## src/rtl/uart_rx_pkg.sv

```systemverilog
// -----------------------------------------------------------------------------
// uart_rx_pkg
// Shared UART definitions: receiver FSM state encoding, oversampling
// constants, legal data-width range and the data-width clamp helper.
// No ports (package).
// -----------------------------------------------------------------------------
package uart_rx_pkg;

    typedef enum logic [2:0] {
        IDLE,
        START,
        DATA,
        PARITY,
        STOP
    } uart_rx_state_t;

    localparam int UART_RX_OVERSAMPLE   = 16;
    localparam int UART_RX_SAMPLE_POINT = 8;
    localparam int UART_DATA_BITS_MIN   = 5;
    localparam int UART_DATA_BITS_MAX   = 8;

    // Out-of-range frame widths fall back to the widest legal frame.
    function automatic logic [3:0] uart_clamp_bits(input logic [3:0] bits);
        if (bits >= 4'(UART_DATA_BITS_MIN) && bits <= 4'(UART_DATA_BITS_MAX))
            return bits;
        return 4'(UART_DATA_BITS_MAX);
    endfunction

endpackage

```

## src/rtl/uart_baud_tick.sv

```systemverilog
// -----------------------------------------------------------------------------
// uart_baud_tick
// Oversample tick generator shared by the UART receiver and transmitter.
// A free-running down-counter reloads with max(baud_div,1)-1 and emits a
// one-cycle tick when it reaches zero. A restart reloads the counter so the
// tick phase lines up with an external event (the start edge).
//
// Ports:
//   i_clk       system clock
//   i_rst_n     synchronous active-low reset
//   i_baud_div  clocks per tick; 0 behaves like 1
//   i_restart   reload counter this cycle (suppresses the tick)
//   o_tick      one-cycle oversample tick
// -----------------------------------------------------------------------------
module uart_baud_tick #(
    parameter int DIV_WIDTH = 16
) (
    input  logic                 i_clk,
    input  logic                 i_rst_n,
    input  logic [DIV_WIDTH-1:0] i_baud_div,
    input  logic                 i_restart,
    output logic                 o_tick
);

    logic [DIV_WIDTH-1:0] r_cnt;
    logic [DIV_WIDTH-1:0] w_reload;

    assign w_reload = (i_baud_div == '0) ? '0 : (i_baud_div - DIV_WIDTH'(1));
    assign o_tick   = (r_cnt == '0) && !i_restart;

    always_ff @(posedge i_clk) begin
        if (!i_rst_n) begin
            r_cnt <= '0;
        end else if (i_restart || r_cnt == '0) begin
            r_cnt <= w_reload;
        end else begin
            r_cnt <= r_cnt - DIV_WIDTH'(1);
        end
    end

endmodule

```

## src/rtl/uart_rx.sv

```systemverilog
// -----------------------------------------------------------------------------
// uart_rx
// UART receiver: 16x oversampling, mid-bit sampling, LSB first. Frame format
// (5..8 data bits, optional even/odd parity, 1 or 2 stop bits) is latched at
// each start edge. Received words are reported with one-cycle pulses.
//
// Optional feature macro: UART_RX_GLITCH_FILTER_EN
//   defined   - each bit is the majority of rx_s at os_cnt 7, 8, 9, decided at 9
//   undefined - each bit is a single sample at os_cnt 8
//
// Ports:
//   clk, rst_n      clock, synchronous active-low reset
//   rx              asynchronous serial line, idle high
//   baud_div        clocks per oversample tick (0 treated as 1)
//   data_bits       data bits per frame (5..8, others clamp to 8)
//   parity_en       parity bit present
//   parity_odd      1 = odd parity, 0 = even
//   stop_bits       0 = one stop bit, 1 = two
//   rx_data         last received word, zero-extended
//   rx_valid        one-cycle pulse when rx_data updates
//   parity_error    pulse coincident with rx_valid
//   frame_error     pulse coincident with rx_valid
//   busy            frame in progress
//   free            one-cycle pulse at the end of every completed frame
// -----------------------------------------------------------------------------
module uart_rx
    import uart_rx_pkg::*;
#(
    parameter int DIV_WIDTH = 16,
    parameter int DATA_MAX  = 8
) (
    input  logic                 clk,
    input  logic                 rst_n,
    input  logic                 rx,
    input  logic [DIV_WIDTH-1:0] baud_div,
    input  logic [3:0]           data_bits,
    input  logic                 parity_en,
    input  logic                 parity_odd,
    input  logic                 stop_bits,
    output logic [DATA_MAX-1:0]  rx_data,
    output logic                 rx_valid,
    output logic                 parity_error,
    output logic                 frame_error,
    output logic                 busy,
    output logic                 free
);

    localparam logic [3:0] OS_LAST = 4'(UART_RX_OVERSAMPLE - 1);
`ifdef UART_RX_GLITCH_FILTER_EN
    localparam logic [3:0] OS_VOTE_A = 4'(UART_RX_SAMPLE_POINT - 1);
    localparam logic [3:0] OS_VOTE_B = 4'(UART_RX_SAMPLE_POINT);
    localparam logic [3:0] OS_DECIDE = 4'(UART_RX_SAMPLE_POINT + 1);
`else
    localparam logic [3:0] OS_DECIDE = 4'(UART_RX_SAMPLE_POINT);
`endif

    logic                r_rx_meta;
    logic                r_rx_s;
    logic                r_rx_prev;
    logic [1:0]          r_fill;
    logic                r_armed;
    uart_rx_state_t      r_state;
    logic [3:0]          r_os_cnt;
    logic [3:0]          r_bit_cnt;
    logic [3:0]          r_nbits;
    logic                r_par_en;
    logic                r_par_odd;
    logic                r_stop2;
    logic [DATA_MAX-1:0] r_shift;
    logic                r_perr;
    logic                r_ferr;

    logic                w_tick;
    logic                w_fall;
    logic                w_start;
    logic                w_decide;
    logic                w_wrap;
    logic                w_bit;
    logic                w_ferr_now;

    uart_baud_tick #(
        .DIV_WIDTH (DIV_WIDTH)
    ) u_tick (
        .i_clk      (clk),
        .i_rst_n    (rst_n),
        .i_baud_div (baud_div),
        .i_restart  (w_start),
        .o_tick     (w_tick)
    );

    assign w_fall     = r_rx_prev & ~r_rx_s;
    assign w_start    = (r_state == IDLE) && r_armed && w_fall;
    assign w_decide   = w_tick && (r_os_cnt == OS_DECIDE);
    assign w_wrap     = w_tick && (r_os_cnt == OS_LAST);
    assign w_ferr_now = r_ferr | ~w_bit;

`ifdef UART_RX_GLITCH_FILTER_EN
    logic r_vote_a;
    logic r_vote_b;

    function automatic logic maj3(input logic a, input logic b, input logic c);
        return (a & b) | (a & c) | (b & c);
    endfunction

    // The two early votes are captured on their ticks; the third vote is the
    // live synchronised line on the decision tick.
    always_ff @(posedge clk) begin
        if (!rst_n) begin
            r_vote_a <= 1'b1;
            r_vote_b <= 1'b1;
        end else if (w_tick) begin
            if (r_os_cnt == OS_VOTE_A) r_vote_a <= r_rx_s;
            if (r_os_cnt == OS_VOTE_B) r_vote_b <= r_rx_s;
        end
    end

    assign w_bit = maj3(r_vote_a, r_vote_b, r_rx_s);
`else
    assign w_bit = r_rx_s;
`endif

    always_ff @(posedge clk) begin
        if (!rst_n) begin
            r_rx_meta    <= 1'b1;
            r_rx_s       <= 1'b1;
            r_rx_prev    <= 1'b1;
            r_fill       <= 2'b00;
            r_armed      <= 1'b0;
            r_state      <= IDLE;
            r_os_cnt     <= '0;
            r_bit_cnt    <= '0;
            r_nbits      <= '0;
            r_par_en     <= 1'b0;
            r_par_odd    <= 1'b0;
            r_stop2      <= 1'b0;
            r_shift      <= '0;
            r_perr       <= 1'b0;
            r_ferr       <= 1'b0;
            rx_data      <= '0;
            rx_valid     <= 1'b0;
            parity_error <= 1'b0;
            frame_error  <= 1'b0;
            busy         <= 1'b0;
            free         <= 1'b0;
        end else begin
            r_rx_meta <= rx;
            r_rx_s    <= r_rx_meta;
            r_rx_prev <= r_rx_s;

            // The synchroniser resets to 1, so only count rx_s as "seen high"
            // once it carries real line samples; otherwise a reset taken in
            // the middle of a low bit would look like a fresh start edge.
            r_fill <= {r_fill[0], 1'b1};
            if (r_fill[1] && r_rx_s) r_armed <= 1'b1;

            rx_valid     <= 1'b0;
            parity_error <= 1'b0;
            frame_error  <= 1'b0;
            free         <= 1'b0;

            if (w_start)     r_os_cnt <= '0;
            else if (w_tick) r_os_cnt <= r_os_cnt + 4'd1;

            case (r_state)
                IDLE: begin
                    if (w_start) begin
                        r_nbits   <= uart_clamp_bits(data_bits);
                        r_par_en  <= parity_en;
                        r_par_odd <= parity_odd;
                        r_stop2   <= stop_bits;
                        r_bit_cnt <= '0;
                        r_shift   <= '0;
                        r_perr    <= 1'b0;
                        r_ferr    <= 1'b0;
                        busy      <= 1'b1;
                        r_state   <= START;
                    end
                end
                START: begin
                    if (w_decide && w_bit) begin
                        // Line back high at mid-bit: noise, not a start bit.
                        busy    <= 1'b0;
                        r_state <= IDLE;
                    end else if (w_wrap) begin
                        r_state <= DATA;
                    end
                end
                DATA: begin
                    if (w_decide) begin
                        for (int i = 0; i < DATA_MAX; i++) begin
                            if (r_bit_cnt == 4'(i)) r_shift[i] <= w_bit;
                        end
                        r_bit_cnt <= r_bit_cnt + 4'd1;
                    end else if (w_wrap && r_bit_cnt == r_nbits) begin
                        r_bit_cnt <= '0;
                        r_state   <= r_par_en ? PARITY : STOP;
                    end
                end
                PARITY: begin
                    if (w_decide) begin
                        if (w_bit != (^r_shift ^ r_par_odd)) r_perr <= 1'b1;
                    end else if (w_wrap) begin
                        r_state <= STOP;
                    end
                end
                STOP: begin
                    if (w_decide) begin
                        if (r_stop2 && r_bit_cnt == 4'd0) begin
                            r_bit_cnt <= 4'd1;
                            r_ferr    <= w_ferr_now;
                        end else begin
                            // Finish at the stop sample point rather than the
                            // bit end so a back-to-back start edge is caught.
                            rx_data      <= r_shift;
                            rx_valid     <= 1'b1;
                            parity_error <= r_perr;
                            frame_error  <= w_ferr_now;
                            free         <= 1'b1;
                            busy         <= 1'b0;
                            r_state      <= IDLE;
                            // A break leaves the line low; insist on a high
                            // level before trusting the next falling edge.
                            if (w_ferr_now) r_armed <= 1'b0;
                        end
                    end
                end
                default: begin
                    busy    <= 1'b0;
                    r_state <= IDLE;
                end
            endcase
        end
    end

endmodule

```

## config.mk

```make
export PLATFORM = sky130hd
export DESIGN_NAME = uart_rx
export DESIGN_NICKNAME = d
export VERILOG_FILES = /design/src/rtl/uart_rx_pkg.sv /design/src/rtl/uart_baud_tick.sv /design/src/rtl/uart_rx.sv
export SDC_FILE = /design/constraint.sdc
export NUM_CORES = 1
export LEC_CHECK = 0
export ABC_AREA = 0
export CAP_MARGIN = 30
export CORE_UTILIZATION = 61
export DETAILED_ROUTE_END_ITERATION = 8
export GPL_ROUTABILITY_DRIVEN = 0
export PLACE_DENSITY = 0.87
export SLEW_MARGIN = 20
export SYNTH_ARGS = -nofsm -noshare
export SYNTH_HDL_FRONTEND = slang
export SYNTH_SLANG_ARGS = --single-unit
```

## constraint.sdc

```tcl
create_clock -name clk -period 6.8 [get_ports clk]
set_input_delay 2.04 -clock clk [delete_from_list [all_inputs] [get_ports clk]]
set_output_delay 2.04 -clock clk [all_outputs]
set_load 0.03 [all_outputs]
```

==> results of run 1 <==
-- cell usage in the layout (no fill, tap or decap), drive strengths merged, types with 2 or more instances in the layout --
cell type	n
a211oi	4
clkbuf	10
o31ai	4
nand2	36
xnor2	33
a21oi	22
mux2i	11
o21ai	21
xor2	8
and3	6
nand2b	4
nor3	18
o22ai	2
a31oi	7
ha	10
nand3	22
or3	4
inv	13
o41ai	2
nor4	7
nand3b	2
and2	4
nand4b	2
buf	3
o211ai	2
nor2	42
dfxtp	62
o21a	2
clkinv	4
or4	5
a2bb2oi	6
clkdlybuf4s50	38
o32ai	3
nand4	4
nor2b	4
-- cells by family (layout without fill, tap and decap cells) --
family / Yosys count / count (layout) / synth area share, %
buffers and inverters: 29 / 69 / 4.64
XOR/XNOR: 41 / 41 / 10.5
adder cells (fa/ha/maj): 10 / 10 / 3.65
AO/OA/AOI/OAI: 82 / 82 / 16.4
multiplexers: 11 / 11 / 3.22
AND/OR/NAND/NOR: 166 / 166 / 25.4
flip-flops: 62 / 62 / 36.2
-- stage by stage --
stage	power (uW)	instance area, um^2
3_3_place_gp	891	3800
2_1_floorplan	810	3420
4_1_cts	1230	3990
6_report	1230	3990
3_5_place_dp	904	3800
5_1_grt	1300	3990
-- metal layers --
layer	global-route usage (%)	up-vias	routed length (um)
met1	39.8	1446	3660
met3	8.21	23	625
met5	0	-	0
met2	45.6	143	3610
met4	10.0	0	176
li1	-	1505	-
-- area by class of cell --
| cell class | count | area [um^2] | area share [%] |
|---|---|---|---|
| multi-input cells | 310 | 2020 | 50.7 |
| flip-flops and latches | 62 | 1240 | 31.1 |
| repair buffers | 41 | 403 | 10.1 |
| clock buffers | 10 | 138 | 3.45 |
| well taps | 70 | 87.6 | 2.19 |
| clock inverters | 5 | 50.0 | 1.25 |
| inverters | 13 | 48.8 | 1.22 |
-- synthesized netlist by cell type (6+ instances only) --
library cell  count
a21oi_1          22
a2bb2oi_2         6
a31oi_1           7
and3_1            6
clkbuf_1          7
dfxtp_1          62
ha_1             10
inv_1            12
mux2i_1          11
nand2_1          35
nand3_1          21
nor2_1           42
nor3_1           17
nor4_1            6
o21ai_0          20
xnor2_1          33
xor2_1            8
-- how the worst max path moves through the flow --
stage	start	end
CTS	baud_div[8]	u_tick.r_cnt[13]$_SDFF_PN0_
detailed placement	baud_div[8]	u_tick.r_cnt[3]$_SDFF_PN0_
finish	baud_div[8]	u_tick.r_cnt[13]$_SDFF_PN0_
floorplan	baud_div[10]	u_tick.r_cnt[3]$_SDFF_PN0_
global placement	baud_div[8]	u_tick.r_cnt[3]$_SDFF_PN0_
global route	baud_div[8]	u_tick.r_cnt[13]$_SDFF_PN0_
-- power by group through the flow --
| stage | Clock [uW] | Combinational (uW) | Sequential (uW) |
|---|---|---|---|
| after floorplan | 0 | 351 | 458 |
| after global placement | 0 | 421 | 470 |
| after detailed placement | 0 | 432 | 472 |
| after CTS | 319 | 446 | 465 |
| after global routing | 337 | 492 | 474 |
| final | 315 | 449 | 467 |
-- state kept, by name, indices dropped and copies added (netlist names), 2 cells and up --
signal	count
r_fill	2
r_state	3
r_os_cnt	4
r_bit_cnt	4
r_shift	8
u_tick.r_cnt	16
rx_data	8
r_nbits	4
-- worst reg2reg max path, delay by kind of cell, from the launching register on --
family           cells  cell delay (ns)
AO/OA/AOI/OAI        1             0.38
flip-flops           1             0.35
AND/OR/NAND/NOR      4             1.85
==> impl_metrics.yaml, run 1 <==
finish:
  drive_gt1_share_pct: 7.94
  nFillCells: 373
  finalNonFillerCells: 511
  syn2layout_area_growth_pct: 16.6
  post-route-util_pct: 75.8
  nNetsFinal: 473
  antenna_cells: 0
pwr:
  intPower_uw: 791
  clockPowerShare_pct: 25.6
  p_seq_share_pct: 37.9
  pwr-share-comb_pct: 36.5
  power_density_mw_per_mm2: 308
  p_sw_uw: 441
  switching_share_pct: 35.8
  leakagePower_uw: 0.00140
  ir_drop_uv: 182
timing:
  hold_violations: 0
  fin_skew_ns: 0.00619
  setup_viol: 0
  max-slew-margin-rel_pct: 37.2
  max_freq_mhz: 240
  rsz0062_at_grt: "no"
  worst_hold_slack_ns: 0.421
  period_minus_slack_ns: 4.16
  slew_viol_final: 0
  finalSetupTns_ns: 0
  worst_slack_ns: 2.64
  tightestPinTransition_ns: 0.940
  fin_crit_sh_pct: 61.2
synthesis:
  synth_area_leader_cell: "dfxtp_1"
  ys_types: 57
  syn-cell-area_mm2: 0.00342
  post_synth.cell_area_avg_um2: 8.54
  synth-seq-area-share_pct: 36.2
  async_reset_ff_share_pct: 0
  yosys_warnings: 0
  synth.top_cell.area_share_pct: 36.2
  synth_fp_nets: 437
  synthCells: 401
  synth_flop_cell: "dfxtp_1"
  synth-seq-cells: 62
  synth_area_leaders: "dfxtp_1 36%, xnor2_1 8.4%, nor2_1 4.6%, nand2_1 3.8%, ha_1 3.7%"
  synth_edf_count: 0
floorplan:
  die_h_um: 76.9
  core_area_mm2: 0.00527
  num_rows: 26
  initial_core_util_pct: 65.0
  die_w_um: 76.9
  die_area_mm2: 0.00592
  io_pins: 39
place:
  dp_hpwl_um: 5650
  placedCellCount: 496
  io_buffers: 38
  post-place-ws_ns: 2.31
drt:
  routedWlPerCell_um: 15.8
  dr.pass1.iters: 8
  first_iter_violations: 269
  routed_via_density: 6.10
  routed_wl_um: 8070
  final_antenna_net_count: 0
  dr_total_vias: 3117
  drc_errors: 0
min_path:
  hold_path_class: "reg2reg"
  hp-start: "r_rx_meta$_SDFF_PN1_"
  hold_depth: 1
  whs_endpoint: "r_rx_s$_SDFF_PN1_"
setup_path:
  crit_buf_inv: 1
  worstPathCellList: "clkdlybuf4s50_1 > or4_4 > or3_4 > or4_4 > nand2_4 > a2bb2oi_2 > nor2_1"
  worstSetupPathType: "in2reg"
  r2r-end: "u_tick.r_cnt[12]$_SDFF_PN0_"
  r2r_start: "u_tick.r_cnt[9]$_SDFF_PN0_"
  slowest_delay_ns: 0.55
  start_kind: "input port"
  path_max_fanout: 7
  reg2reg_depth: 5
  required_ns: 7.00
  slowest_stage: "or4_4"
  crit_top_cell: "or4_4"
  cp_data_arrival_time_ns: 4.36
  end_kind: "register"
  critical_path.top_delay_family: "simple AND/OR/NAND/NOR gates"
  rrSetupSlack_ns: 4.10
  worst-path-stages: 7
clock_network:
  cts_made_buffers: 9
  clockBufferDepth: 2
  clkTransAtPathRegs_ns: 0.07
  h-tree-depth: 3
  root_buffer: "clkbuf_8"
  post_cts_resize_count: 0
  cts_tree: "built"
  cts.sinks: 62
  cts_hold_buf: 0
  clock_latency_ns: 0.34
  postCtsSetupRepairBufs: 0
global_route:
  grt_pass1_vias: 2964
  grtUsageTotal_pct: 29.6
  antenna_found_initial: 0
  grt_pass1_wl_um: 13900
  grt_max_degree: 38
  grt_overflow: 0
outcome:
  status: "complete, no violations"
flow_run:
  cap_violations: 0
Power figures use the tool's default switching activity.
==> inputs of run 2 (changes only) <==
--- a/config.mk
+++ b/config.mk
@@ -7,10 +7,10 @@
 export LEC_CHECK = 0
 export ABC_AREA = 0
 export CAP_MARGIN = 30
-export CORE_UTILIZATION = 61
+export CORE_UTILIZATION = 56
 export DETAILED_ROUTE_END_ITERATION = 8
 export GPL_ROUTABILITY_DRIVEN = 0
-export PLACE_DENSITY = 0.87
+export PLACE_DENSITY = 0.81
 export SLEW_MARGIN = 20
 export SYNTH_ARGS = -nofsm -noshare
 export SYNTH_HDL_FRONTEND = slang
==> constraint.sdc (replaced) <==
create_clock -name clk -period 3.9 [get_ports clk]
set_input_delay 1.17 -clock clk [delete_from_list [all_inputs] [get_ports clk]]
set_output_delay 1.17 -clock clk [all_outputs]
set_load 0.03 [all_outputs]
==> impl_metrics.yaml, run 2 (synthesis results as in run 1) <==
outcome:
  status: "complete, no violations"
global_route:
  grt_pass1_wl_um: 13400
  grt_max_degree: 38
  grtUsageTotal_pct: 27.2
  grt_overflow: 0
  antenna_found_initial: 0
  grt_pass1_vias: 2913
finish:
  mostFrequentLayoutCell: "dfxtp_1"
  nNetsFinal: 475
  reg_top3: "u_tick.r_cnt x16, r_shift x8, rx_data x8"
  largest_register: "u_tick.r_cnt"
  final_cell_mix: "62 x dfxtp_1, 42 x nor2_1, 38 x clkdlybuf4s50_1"
  drive_gt1_share_pct: 8.33
  syn2layout_area_growth_pct: 16.6
  antenna_cells: 0
  largest_register_ffs: 16
clock_network:
  cts_hold_buf: 0
  h-tree-depth: 3
  clkTransAtPathRegs_ns: 0.07
  cts_tree: "built"
  postCtsSetupRepairBufs: 0
  root_buffer: "clkbuf_8"
  cts.sinks: 62
  clock_latency_ns: 0.35
  clockBufferDepth: 2
  cts_made_buffers: 9
  post_cts_resize_count: 0
setup_path:
  cp_data_arrival_time_ns: 3.49
  r2r-end: "r_bit_cnt[2]$_SDFFE_PN0P_"
  r2r_start: "u_tick.r_cnt[9]$_SDFF_PN0_"
  start_kind: "input port"
  rrSetupSlack_ns: 1.27
  path_max_fanout: 7
  required_ns: 4.10
  reg2reg_depth: 6
  end_kind: "register"
  worstSetupPathType: "in2reg"
floorplan:
  core_area_mm2: 0.00592
  die_area_mm2: 0.00643
  initial_core_util_pct: 57.8
  die_h_um: 80.2
  die_w_um: 80.2
  num_rows: 28
  io_pins: 39
drt:
  routed_wl_um: 8070
  routedWlPerCell_um: 15.5
  dr.pass1.iters: 5
  drc_errors: 0
  dr_total_vias: 3063
  routed_via_density: 5.90
  final_antenna_net_count: 0
  first_iter_violations: 217
timing:
  fin_skew_ns: 0.00882
  rsz0062_at_grt: "no"
  tightestPinTransition_ns: 0.792
  hold_violations: 0
  fin_crit_sh_pct: 84.4
  period_minus_slack_ns: 3.29
  setup_viol: 0
  worst_hold_slack_ns: 0.421
  max-slew-margin-rel_pct: 46.7
  finalSetupTns_ns: 0
  max_freq_mhz: 304
  slew_viol_final: 0
pwr:
  leakagePower_uw: 0.00140
  ir_drop_uv: 298
  power_density_mw_per_mm2: 519
min_path:
  hold_depth: 1
  hold_path_class: "reg2reg"
  whs_endpoint: "r_rx_s$_SDFF_PN1_"
  hp-start: "r_rx_meta$_SDFF_PN1_"
place:
  io_buffers: 38
  dp_hpwl_um: 5750
flow_run:
  cap_violations: 0
run 2: changes by cell type in the layout (fill, tap and decap cells not counted):
cell / change
buf_4: +2
bufinv_16: -1
clkbuf_1: +1
clkinv_2: +1
run 2: how the worst max path moves through the flow:
stage / to / startpoint / slack [ns] / cells past startpoint
2_1_floorplan: u_tick.r_cnt[3]$_SDFF_PN0_ / baud_div[10] / 0.90 / 6
3_3_place_gp: u_tick.r_cnt[8]$_SDFF_PN0_ / baud_div[8] / 0.33 / 7
3_5_place_dp: u_tick.r_cnt[8]$_SDFF_PN0_ / baud_div[8] / 0.29 / 7
4_1_cts: u_tick.r_cnt[4]$_SDFF_PN0_ / baud_div[8] / 0.61 / 7
5_1_grt: u_tick.r_cnt[4]$_SDFF_PN0_ / baud_div[8] / 0.54 / 7
6_report: u_tick.r_cnt[4]$_SDFF_PN0_ / baud_div[8] / 0.61 / 7
run 2: routing by layer:
layer	share of wire, %	GRT usage, %	wire length, um
met5	0	0	0
met2	49	46.1	3980
met1	44	32.9	3540
met3	4.5	5.91	363
met4	2.3	11.8	182
run 2: area by class of cell:
cell class / instances / area (um^2)
clock inverters: 5 / 25.0
flip-flops and latches: 62 / 1240
repair buffers: 43 / 418
fillers: 504 / 1930
inverters: 13 / 48.8
clock buffers: 11 / 141
multi-input cells: 310 / 2020
well taps: 75 / 93.8
run 2: power by group:
group	leakage (uW)	switching, uW	internal [uW]
logic	0.000805	415	357
clock network	0.0000926	249	242
registers	0.000504	92.3	717
total	0.00140	756	1320
run 2: metrics by stage:
stage | utilization, % | area (um^2) | worst slack (ns) | instances | total power [uW]
floorplan | - | 3420 | 0.898 | 401 | 1410
global placement | 64.6 | 3830 | 0.331 | 503 | 1560
detailed placement | 64.6 | 3830 | 0.286 | 503 | 1580
CTS | 67.4 | 3990 | 0.609 | 519 | 2070
global route | 67.4 | 3990 | 0.538 | 519 | 2210
finish | 67.4 | 3990 | 0.610 | 519 | 2070
run 2: critical path: stages:
cell and delay (ns):
clkdlybuf4s50_1 0.47, or4_4 0.55, or3_4 0.37, or4_4 0.54
nand2_4 0.16, a2bb2oi_2 0.16, nor2_1 0.07
==> inputs of run 3 (changes only) <==
--- a/config.mk
+++ b/config.mk
@@ -7,10 +7,10 @@
 export LEC_CHECK = 0
 export ABC_AREA = 0
 export CAP_MARGIN = 30
-export CORE_UTILIZATION = 56
+export CORE_UTILIZATION = 51
 export DETAILED_ROUTE_END_ITERATION = 8
 export GPL_ROUTABILITY_DRIVEN = 0
-export PLACE_DENSITY = 0.81
+export PLACE_DENSITY = 0.77
 export SLEW_MARGIN = 20
 export SYNTH_ARGS = -nofsm -noshare
 export SYNTH_HDL_FRONTEND = slang
==> constraint.sdc (replaced) <==
create_clock -name clk -period 3 [get_ports clk]
set_input_delay 0.9 -clock clk [delete_from_list [all_inputs] [get_ports clk]]
set_output_delay 0.9 -clock clk [all_outputs]
set_load 0.03 [all_outputs]
==> impl_metrics.yaml, run 3 (synthesis results as in run 1) <==
setup_path:
  worstSetupPathType: "in2reg"
  rrSetupSlack_ns: 0.56
  critical_path.top_delay_family: "simple AND/OR/NAND/NOR gates"
  required_ns: 3.22
  start_kind: "input port"
  worstPathCellList: "clkdlybuf4s50_1 > or4_4 > or3_4 > or4_4 > nand2_4 > a2bb2oi_2 > nor2_1"
  crit_top_cell: "or4_4"
  cp_data_arrival_time_ns: 3.08
  r2r-end: "r_bit_cnt[2]$_SDFFE_PN0P_"
  path_max_fanout: 7
  r2r_start: "u_tick.r_cnt[0]$_SDFF_PN0_"
  end_kind: "register"
  slowest_delay_ns: 0.54
  slowest_stage: "or4_4"
  reg2reg_depth: 9
  crit_buf_inv: 1
floorplan:
  die_area_mm2: 0.00705
  io_pins: 39
  core_area_mm2: 0.00642
  num_rows: 29
  initial_core_util_pct: 53.3
  die_w_um: 83.9
  die_h_um: 83.9
clock_network:
  cts_tree: "built"
  post_cts_resize_count: 0
  cts.sinks: 62
  h-tree-depth: 3
  postCtsSetupRepairBufs: 0
  clockBufferDepth: 2
  clkTransAtPathRegs_ns: 0.06
  cts_made_buffers: 9
  root_buffer: "clkbuf_8"
  cts_hold_buf: 0
  clock_latency_ns: 0.34
global_route:
  grt_overflow: 0
  grt_pass1_vias: 3011
  grt_pass1_wl_um: 13500
  antenna_found_initial: 0
  grt_max_degree: 24
  grtUsageTotal_pct: 23.9
finish:
  drive_gt1_share_pct: 10.9
  antenna_cells: 0
  syn2layout_area_growth_pct: 20.1
  final_cell_mix: "62 x dfxtp_1, 42 x nor2_1, 38 x clkdlybuf4s50_1"
  nNetsFinal: 488
  multi_input_area_mm2: 0.00202
  seq_area_mm2: 0.00124
  mostFrequentLayoutCell: "dfxtp_1"
  post-route-util_pct: 64.0
  nFillCells: 549
  largest_register_ffs: 16
  largest_register: "u_tick.r_cnt"
  reg_top3: "u_tick.r_cnt x16, r_shift x8, rx_data x8"
min_path:
  whs_endpoint: "r_rx_s$_SDFF_PN1_"
  hold_path_class: "reg2reg"
  hp-start: "r_rx_meta$_SDFF_PN1_"
  hold_depth: 1
timing:
  slew_viol_final: 0
  fin_skew_ns: 0.00751
  period_minus_slack_ns: 2.86
  setup_viol: 0
  fin_crit_sh_pct: 95.3
  max_freq_mhz: 350
  tightestPinTransition_ns: 0.602
  rsz0062_at_grt: "no"
  max-slew-margin-rel_pct: 59.6
  hold_violations: 0
drt:
  dr.pass1.iters: 6
  final_antenna_net_count: 0
  dr_total_vias: 3028
  first_iter_violations: 181
  routed_via_density: 5.67
  drc_errors: 6
  routedWlPerCell_um: 14.5
  routed_wl_um: 7760
outcome:
  violations: "DRC"
  status: "finished, violations left"
place:
  io_buffers: 38
  dp_hpwl_um: 5700
pwr:
  power_density_mw_per_mm2: 676
  ir_drop_uv: 277
  leakagePower_uw: 0.00146
  p_total_uw: 2780
flow_run:
  cap_violations: 0
run 3: where the power goes:
part / internal, uW / total, uW / switching (uW)
registers: 933 / 1060 / 125
clock network: 365 / 685 / 320
logic: 497 / 1040 / 539
run 3: final cells by class:
class                      instances  area share, %
multi-input combinational        310           49.2
sequential                        62           30.2
timing repair buffer              56           12.5
clock buffer                      13           4.11
tap                               77           2.34
inverter                          13           1.19
clock inverter                     3          0.426
run 3: worst reg2reg max path, cell delays in order (launching register included):
cell	delay, ns
dfxtp_1	0.34
inv_1	0.13
ha_1	0.16
nor4b_1	0.29
nor4bb_1	0.24
buf_4	0.20
and3_1	0.41
nand2_1	0.10
o211a_1	0.17
o221a_2	0.30
run 3: layer usage:
layer,vias up,track usage (%),wire length (um)
li1,1536,-,-
met5,-,0,0
met1,1404,28.2,3460
met3,14,3.36,282
met2,74,42.3,3860
met4,0,11.6,165
run 3: how the worst max path moves through the flow:
| stage | start | end | cells past startpoint |
|---|---|---|---|
| global placement | baud_div[10] | u_tick.r_cnt[8]$_SDFF_PN0_ | 7 |
| floorplan | baud_div[10] | u_tick.r_cnt[8]$_SDFF_PN0_ | 6 |
| CTS | baud_div[10] | u_tick.r_cnt[8]$_SDFF_PN0_ | 7 |
| detailed placement | baud_div[10] | u_tick.r_cnt[8]$_SDFF_PN0_ | 7 |
| finish | baud_div[10] | u_tick.r_cnt[10]$_SDFF_PN0_ | 7 |
| global route | baud_div[10] | u_tick.r_cnt[8]$_SDFF_PN0_ | 7 |
run 3: metrics by stage:
stage          hold slack (ns)  area, um^2  cells  setup WS [ns]  setup TNS, ns
2_1_floorplan            0.386        3420    401          0.268              0
5_1_grt                  0.451        4110    534         0.0498              0
3_5_place_dp             0.404        3930    518         -0.205          -2.50
4_1_cts                  0.424        4110    534          0.145              0
3_3_place_gp             0.401        3930    518         -0.185          -2.01
6_report                 0.414        4110    534          0.142              0
